## src/rtl/digit_feeder.sv

```systemverilog
// digit_feeder: streams a latched signed-digit operand, MSD first, to a
// consumer that pulls digits on request while a step counter runs from 0 up
// to LAST_CNT. Missing requests and consumer corrections insert zero padding;
// digits still unissued when the counter reaches LAST_CNT are dropped.
module digit_feeder #(
  parameter int DIGITS   = 16,
  parameter int LAST_CNT = 67
) (
  input  logic                  clk,
  input  logic                  reset,
  input  logic                  start,
  input  logic [2*DIGITS-1:0]   operand_in,
  input  logic                  enable_for_input,
  input  logic                  error_flag,
  output logic [8:0]            cnt_master,
  output logic                  write_enable,
  output logic [1:0]            digit_out,
  output logic                  digit_valid,
  output logic                  busy,
  output logic                  done,
  output logic                  illegal_digit
);

  localparam int SW = 2 * DIGITS;

  localparam logic [1:0] ST_IDLE = 2'd0;
  localparam logic [1:0] ST_RUN  = 2'd1;
  localparam logic [1:0] ST_DONE = 2'd2;

  localparam logic [8:0] LAST_VAL    = 9'(LAST_CNT);
  localparam logic [6:0] DIGITS_INIT = 7'(DIGITS);

  logic [1:0]    state_q, state_d;
  logic [8:0]    cnt_q, cnt_d;
  logic [SW-1:0] shreg_q, shreg_d;
  logic [6:0]    left_q, left_d;
  logic          we_q, we_d;
  logic          busy_q, busy_d;
  logic          done_q, done_d;
  logic [1:0]    digit_q, digit_d;
  logic          valid_q, valid_d;
  logic          ill_q, ill_d;

  logic          consume;
  logic [1:0]    msd;

  assign msd     = shreg_q[SW-1 -: 2];
  assign consume = enable_for_input && !error_flag && (left_q != 7'd0);

  // Next-state and next-output logic; every output is computed here one
  // cycle ahead so that the ports come straight from flops.
  always_comb begin
    state_d = state_q;
    cnt_d   = cnt_q;
    shreg_d = shreg_q;
    left_d  = left_q;
    ill_d   = ill_q;
    we_d    = 1'b0;
    busy_d  = 1'b0;
    done_d  = 1'b0;
    digit_d = 2'b00;
    valid_d = 1'b0;

    case (state_q)
      ST_IDLE: begin
        if (start) begin
          state_d = ST_RUN;
          shreg_d = operand_in;
          left_d  = DIGITS_INIT;
          cnt_d   = 9'd0;
          ill_d   = 1'b0;
          we_d    = 1'b1;
          busy_d  = 1'b1;
        end
      end
      ST_RUN: begin
        if (cnt_q == LAST_VAL) begin
          state_d = ST_DONE;
          done_d  = 1'b1;
        end else begin
          cnt_d  = cnt_q + 9'd1;
          we_d   = 1'b1;
          busy_d = 1'b1;
          if (consume) begin
            valid_d = 1'b1;
            shreg_d = shreg_q << 2;
            left_d  = left_q - 7'd1;
            if (msd == 2'b10) begin
              digit_d = 2'b00;
              ill_d   = 1'b1;
            end else begin
              digit_d = msd;
            end
          end
        end
      end
      ST_DONE: begin
        state_d = ST_IDLE;
      end
      default: begin
        state_d = ST_IDLE;
      end
    endcase
  end

  // State and output registers with synchronous reset.
  always_ff @(posedge clk) begin
    if (reset) begin
      state_q <= ST_IDLE;
      cnt_q   <= 9'd0;
      shreg_q <= '0;
      left_q  <= 7'd0;
      we_q    <= 1'b0;
      busy_q  <= 1'b0;
      done_q  <= 1'b0;
      digit_q <= 2'b00;
      valid_q <= 1'b0;
      ill_q   <= 1'b0;
    end else begin
      state_q <= state_d;
      cnt_q   <= cnt_d;
      shreg_q <= shreg_d;
      left_q  <= left_d;
      we_q    <= we_d;
      busy_q  <= busy_d;
      done_q  <= done_d;
      digit_q <= digit_d;
      valid_q <= valid_d;
      ill_q   <= ill_d;
    end
  end

  assign cnt_master    = cnt_q;
  assign write_enable  = we_q;
  assign digit_out     = digit_q;
  assign digit_valid   = valid_q;
  assign busy          = busy_q;
  assign done          = done_q;
  assign illegal_digit = ill_q;

endmodule

```

## config.mk

```make
export PLATFORM = sky130hd
export DESIGN_NAME = digit_feeder
export DESIGN_NICKNAME = d
export VERILOG_FILES = /design/src/rtl/digit_feeder.sv
export SDC_FILE = /design/constraint.sdc
export NUM_CORES = 1
export LEC_CHECK = 0
export BUFFER_PORTS_ARGS = -buffer_cell sky130_fd_sc_hd__buf_2
export CORE_UTILIZATION = 40
export CTS_CLUSTER_DIAMETER = 100
export DETAILED_ROUTE_END_ITERATION = 8
export GPL_ROUTABILITY_DRIVEN = 0
export PLACE_DENSITY = 0.71
export SYNTH_ARGS = -nofsm -noshare
export SYNTH_HDL_FRONTEND = slang
export SYNTH_SLANG_ARGS = --single-unit
```

## constraint.sdc

```tcl
create_clock -name clk -period 2.8 [get_ports clk]
set_input_delay 0.14 -clock clk [delete_from_list [all_inputs] [get_ports clk]]
set_output_delay 0.14 -clock clk [all_outputs]
set_load 0.01 [all_outputs]
```

==> metrics.csv, run 1 <==
metric,value,unit
clock tree sinks,56,
die footprint,7690,um2
total via count after detailed routing,2417,
arrival time at the worst endpoint,2290,ps
nets@finish,353,
total core area,6940,um2
Max Cap Violations,0,
post-cts repair resize count,0,
worst vdd rail ir drop,0.274,mV
number of buffers added by the clock tree synthesis step,5,
number of distinct library cells after synthesis,52,
setup total negative slack,0,ps
path class of the lowest-slack min-delay path,input port to flop,
startpoint kind of the worst setup timing path,flop,
I/O Pins,53,
worst setup path category,flop to flop,
kind of capture point of the worst setup path,flop,
Max clock buf depth,2,
Most used DFF post-synth,dfxtp_1,
final count of pins violating max slew,0,
worst clock skew,9.10,ps
endpoints failing setup,0,
portion of total power attributed to the clock network,0.306,
final wirelength,6530,um
pin count of the biggest net entering global routing,71,
top cells by instance count after synthesis,"56 x dfxtp_1, 32 x mux2i_1, 32 x o211a_1",
switch share,0.279,
fraction of power consumed by sequential logic,0.492,
H-tree levels,2,
CTS tree,built,
fraction of power consumed by combinational cells,0.202,
Switch Pwr,0.000513,W
wl on met1,3020,um
insertion delay to the later sink of the worst-skew pair,320,ps
input/output buffers,52,
number of setup buffers added after CTS,0,
Synth Warn #,0,
Power Internal,0.00132,W
# DRC,0,
upper clock frequency limit,482,MHz
proportion of layout cells with a drive suffix above 1,0.279,
Synth Area per Inst,10.5,um2
Leakage,1.66,nW
most repeated cell in the gate-level netlist after synthesis,dfxtp_1,
synthesized instance count,281,
detailed-route wire length per cell,15.9,um
root buffer cell,clkbuf_8,
fin util,0.482,
antenna violations before repair,0,
Max Fanout on Critical Path,32,
post-layout minimum cycle time,2070,ps
power density over the cells,548,nW/um2
hold buffers post-CTS,0,
starting density of the core,0.423,
max layer used,met4,
leading cell types by total area after synthesis,"dfxtp_1 38%, mux2i_1 11%, o211a_1 11%",
total half-perimeter wirelength after legalization and detailed placement,4220,um
Antenna diodes,0,
Area Overhead vs Synth,14.0,%
share of the yosys chip area belonging to registers,0.382,
clock slew at the register clock pins of the worst setup and hold paths,100,ps
First DRT Iteration DRCs,145,
actual transition at the worst max-transition pin,772,ps
syn_nets,320,
share of flip-flops with an asynchronous set or reset after synthesis,0,
routed length on met2,3100,um
"EDFF count, synth",0,
required arrival time at the worst endpoint,3020,ps
Vias per Instance,5.88,
Synth Cell Area,2940,um2
RSZ-0062 raised after global routing,false,
number of hold-slack violations in the final timing report,0,
first-pass GRT wire length,10900,um
die height,87.7,um
run status,"complete, no violations",
flip-flop and latch count after synthesis,56,
overall routing resource usage,0.178,
Pre-antenna DRT Iters,4,
area share of the largest cell type after synthesis,0.382,
grt ovf,0,
Met3 Wirelength,295,um
vias in the first global route,2329,
number of rows created at floorplan,30,
Detail Route Antenna Nets,0,
post-route fraction of the period consumed by the critical path,0.741,
library cell with the largest summed area after synthesis,dfxtp_1,
Die X,87.7,um
worst relative slew slack,0.484,
registers in the layout, indices dropped and copies added, names as in the netlist:
signal and cells:
digit_valid 1, state_q 2, digit_out 2, shreg_q 32
done 1, cnt_master 9, illegal_digit 1, left_q 7
busy 1
per-layer routing:
layer  global-route usage  vias to the layer above
li1                     -                     1187
met1                0.231                     1148
met2                0.295                       69
met3               0.0377                       13
met4               0.0566                        0
met5                    0                        -
worst paths after layout:
path            startpoint  depth (start not counted)  slack, ps           to
max          cnt_master[0]                          6        730  shreg_q[26]
max reg2reg  cnt_master[0]                          6        730  shreg_q[26]
min          operand_in[0]                          3        150   shreg_q[0]
min reg2reg      left_q[6]                          1        490    left_q[6]
kinds of logic after synthesis:
family,after synthesis,synth area share
AOI/OAI and AO/OA,96,0.306
adders and majority gates,2,0.00852
and+or+nand+nor,57,0.124
buffers and inverters,37,0.0681
muxes,32,0.109
DFF,56,0.382
xor gates and xnor gates,1,0.00298
per-stage QoR:
step	total power, W	instances	instance area [um2]	setup slack, ps	hold WS, ps
after global routing	0.00194	411	3350	583	151
after floorplan	0.00121	281	2940	1130	319
after global placement	0.00128	403	3230	772	464
after detailed placement	0.00129	403	3230	763	472
after CTS	0.00186	411	3350	742	144
final	0.00184	411	3350	726	146
power by group through the flow:
stage | Clock (W) | Combinational, W | Sequential, W
final | 0.000563 | 0.000370 | 0.000903
after global routing | 0.000616 | 0.000407 | 0.000912
after floorplan | 0 | 0.000298 | 0.000912
after CTS | 0.000582 | 0.000373 | 0.000903
after detailed placement | 0 | 0.000371 | 0.000922
after global placement | 0 | 0.000365 | 0.000919
layout by cell type, fill, tap and decap left out, drive strengths merged, types with 3 or more instances in the layout:
cell,count
nand3,7
o221ai,30
nor3,9
nand4,3
o211a,32
o2111ai,3
a21oi,8
buf,58
o31ai,4
clkbuf,6
nand2b,3
dfxtp,56
mux2i,32
inv,5
nor2,8
or3,4
nand2,11
final cells by class:
cell class                 instances  area (um2)
tap                               96         120
fill                             673        3590
multi-input combinational        188        1640
clock inverter                     2        38.8
sequential                        56        1120
timing repair buffer              58         330
clock buffer                       6        82.6
inverter                           5        18.8
critical path: stages, from the launching register on:
cell and delay, ps:
dfxtp_1 420, ha_1 260, and4bb_4 300, a21o_1 380, a2bb2oi_2 100, buf_4 250, o211a_1 250
Power figures use the tool's default switching activity.
==> run 2, diff against run 1 <==
--- a/config.mk
+++ b/config.mk
@@ -10,7 +10,7 @@
 export CTS_CLUSTER_DIAMETER = 100
 export DETAILED_ROUTE_END_ITERATION = 8
 export GPL_ROUTABILITY_DRIVEN = 0
-export PLACE_DENSITY = 0.71
+export PLACE_DENSITY = 0.74
 export SYNTH_ARGS = -nofsm -noshare
 export SYNTH_HDL_FRONTEND = slang
 export SYNTH_SLANG_ARGS = --single-unit
==> constraint.sdc (replaced) <==
create_clock -name clk -period 1.9 [get_ports clk]
set_input_delay 0.095 -clock clk [delete_from_list [all_inputs] [get_ports clk]]
set_output_delay 0.095 -clock clk [all_outputs]
set_load 0.01 [all_outputs]
==> metrics.csv, run 2 (same netlist as run 1, synthesis figures left out) <==
metric,value,unit
run status,"complete, no violations",
post-route fraction of the period consumed by the critical path,0.937,
Area Overhead vs Synth,20.6,%
insertion delay to the later sink of the worst-skew pair,310,ps
total core area,6940,um2
nets@finish,373,
clock tree sinks,56,
total via count after detailed routing,2464,
starting density of the core,0.423,
Leakage,1.77,nW
total half-perimeter wirelength after legalization and detailed placement,4570,um
Max Cap Violations,0,
proportion of layout cells with a drive suffix above 1,0.319,
CTS tree,built,
die height,87.7,um
Max clock buf depth,2,
worst relative slew slack,0.672,
post-layout minimum cycle time,1780,ps
kind of capture point of the worst setup path,flop,
fraction of power consumed by combinational cells,0.244,
upper clock frequency limit,562,MHz
"most common cell after layout, fill and taps aside",dfxtp_1,
number of buffers added by the clock tree synthesis step,5,
Antenna diodes,0,
die footprint,7690,um2
worst setup path category,flop to flop,
final count of pins violating max slew,0,
Pre-antenna DRT Iters,4,
worst vdd rail ir drop,0.487,mV
RSZ-0062 raised after global routing,false,
switch share,0.290,
worst clock skew,13.4,ps
Max Fanout on Critical Path,32,
overall routing resource usage,0.177,
actual transition at the worst max-transition pin,492,ps
"commonest non-fill, non-tap cells in the layout","55 x dfxtp_1, 52 x buf_2, 32 x mux2i_1, 32 x o211a_1, 30 x o221ai_1",
fraction of power consumed by sequential logic,0.510,
endpoints failing setup,0,
Die X,87.7,um
startpoint kind of the worst setup timing path,flop,
number of rows created at floorplan,30,
setup total negative slack,0,ps
Switch Pwr,0.000756,W
final-layout fill cell count,647,
clock slew at the register clock pins of the worst setup and hold paths,100,ps
Power Internal,0.00185,W
grt ovf,0,
detailed-route wire length per cell,15.5,um
number of hold-slack violations in the final timing report,0,
post-route cell area,3540,um2
pin count of the biggest net entering global routing,33,
hold buffers post-CTS,0,
Vias per Instance,5.72,
H-tree levels,2,
arrival time at the worst endpoint,1980,ps
portion of total power attributed to the clock network,0.246,
power density over the cells,736,nW/um2
required arrival time at the worst endpoint,2100,ps
First DRT Iteration DRCs,104,
final wirelength,6660,um
antenna violations before repair,1,
register ranked first by flip-flop count,shreg_q,
vias in the first global route,2338,
input/output buffers,52,
# DRC,0,
path class of the lowest-slack min-delay path,input port to flop,
total cell area at the placement stage,3430,um2
Detail Route Antenna Nets,0,
root buffer cell,clkbuf_8,
number of flip-flops under the largest register name,32,
I/O Pins,53,
first-pass GRT wire length,10900,um
==> run 2: final timing paths <==
check	start	cells past startpoint	end	slack, ps
max reg2reg	left_q[0]	7	shreg_q[31]	120
min reg2reg	left_q[6]	1	left_q[6]	480
max	left_q[0]	7	shreg_q[31]	120
min	operand_in[1]	3	shreg_q[1]	100
==> run 2: per-stage QoR <==
stage / std cells / utilization / worst slack [ps] / power, W / hold WS (ps)
after floorplan: 281 / - / 227 / 0.00178 / 274
after global placement: 421 / 0.494 / 150 / 0.00196 / 417
after detailed placement: 421 / 0.494 / 117 / 0.00198 / 421
after CTS: 429 / 0.507 / 75.4 / 0.00262 / 88.8
after global routing: 431 / 0.510 / 24.5 / 0.00274 / 104
final: 431 / 0.510 / 119 / 0.00261 / 100
==> run 2: layout make-up <==
type / count / area [um2] / area share
Sequential cell: 56 / 1120 / 0.317
Clock buffer: 7 / 76.3 / 0.0215
Inverter: 5 / 18.8 / 0.00530
Timing Repair Buffer: 78 / 551 / 0.155
Multi-Input combinational cell: 188 / 1650 / 0.465
Clock inverter: 1 / 8.76 / 0.00247
Tap cell: 96 / 120 / 0.0339
==> run 2: what timing repair did <==
item / in CTS / in global routing
endpoints found under the setup margin: 0 / 22
resized for setup: 0 / 3
setup buffers: 0 / 2
==> run 2: worst max-delay path: stages, from the launching register on <==
cell	delay, ps
dfxtp_2	350
inv_1	70
ha_1	240
nor3b_4	170
a21oi_4	270
buf_12	220
o221ai_1	170
o211a_1	160
==> run 2: power groups by stage <==
stage,registers (W),logic (W),clock network (W)
after floorplan,0.00134,0.000439,0
after global placement,0.00135,0.000612,0
after detailed placement,0.00135,0.000625,0
after CTS,0.00133,0.000627,0.000668
after global routing,0.00134,0.000691,0.000705
final,0.00133,0.000635,0.000642
==> run 2: routing by layer <==
layer  up-vias  routed length, um  global-route usage
li1       1221                  -                   -
met1      1179               3100               0.225
met2        55               3160               0.297
met3         9                330              0.0434
met4         0                 71              0.0492
met5         -                  0                   0
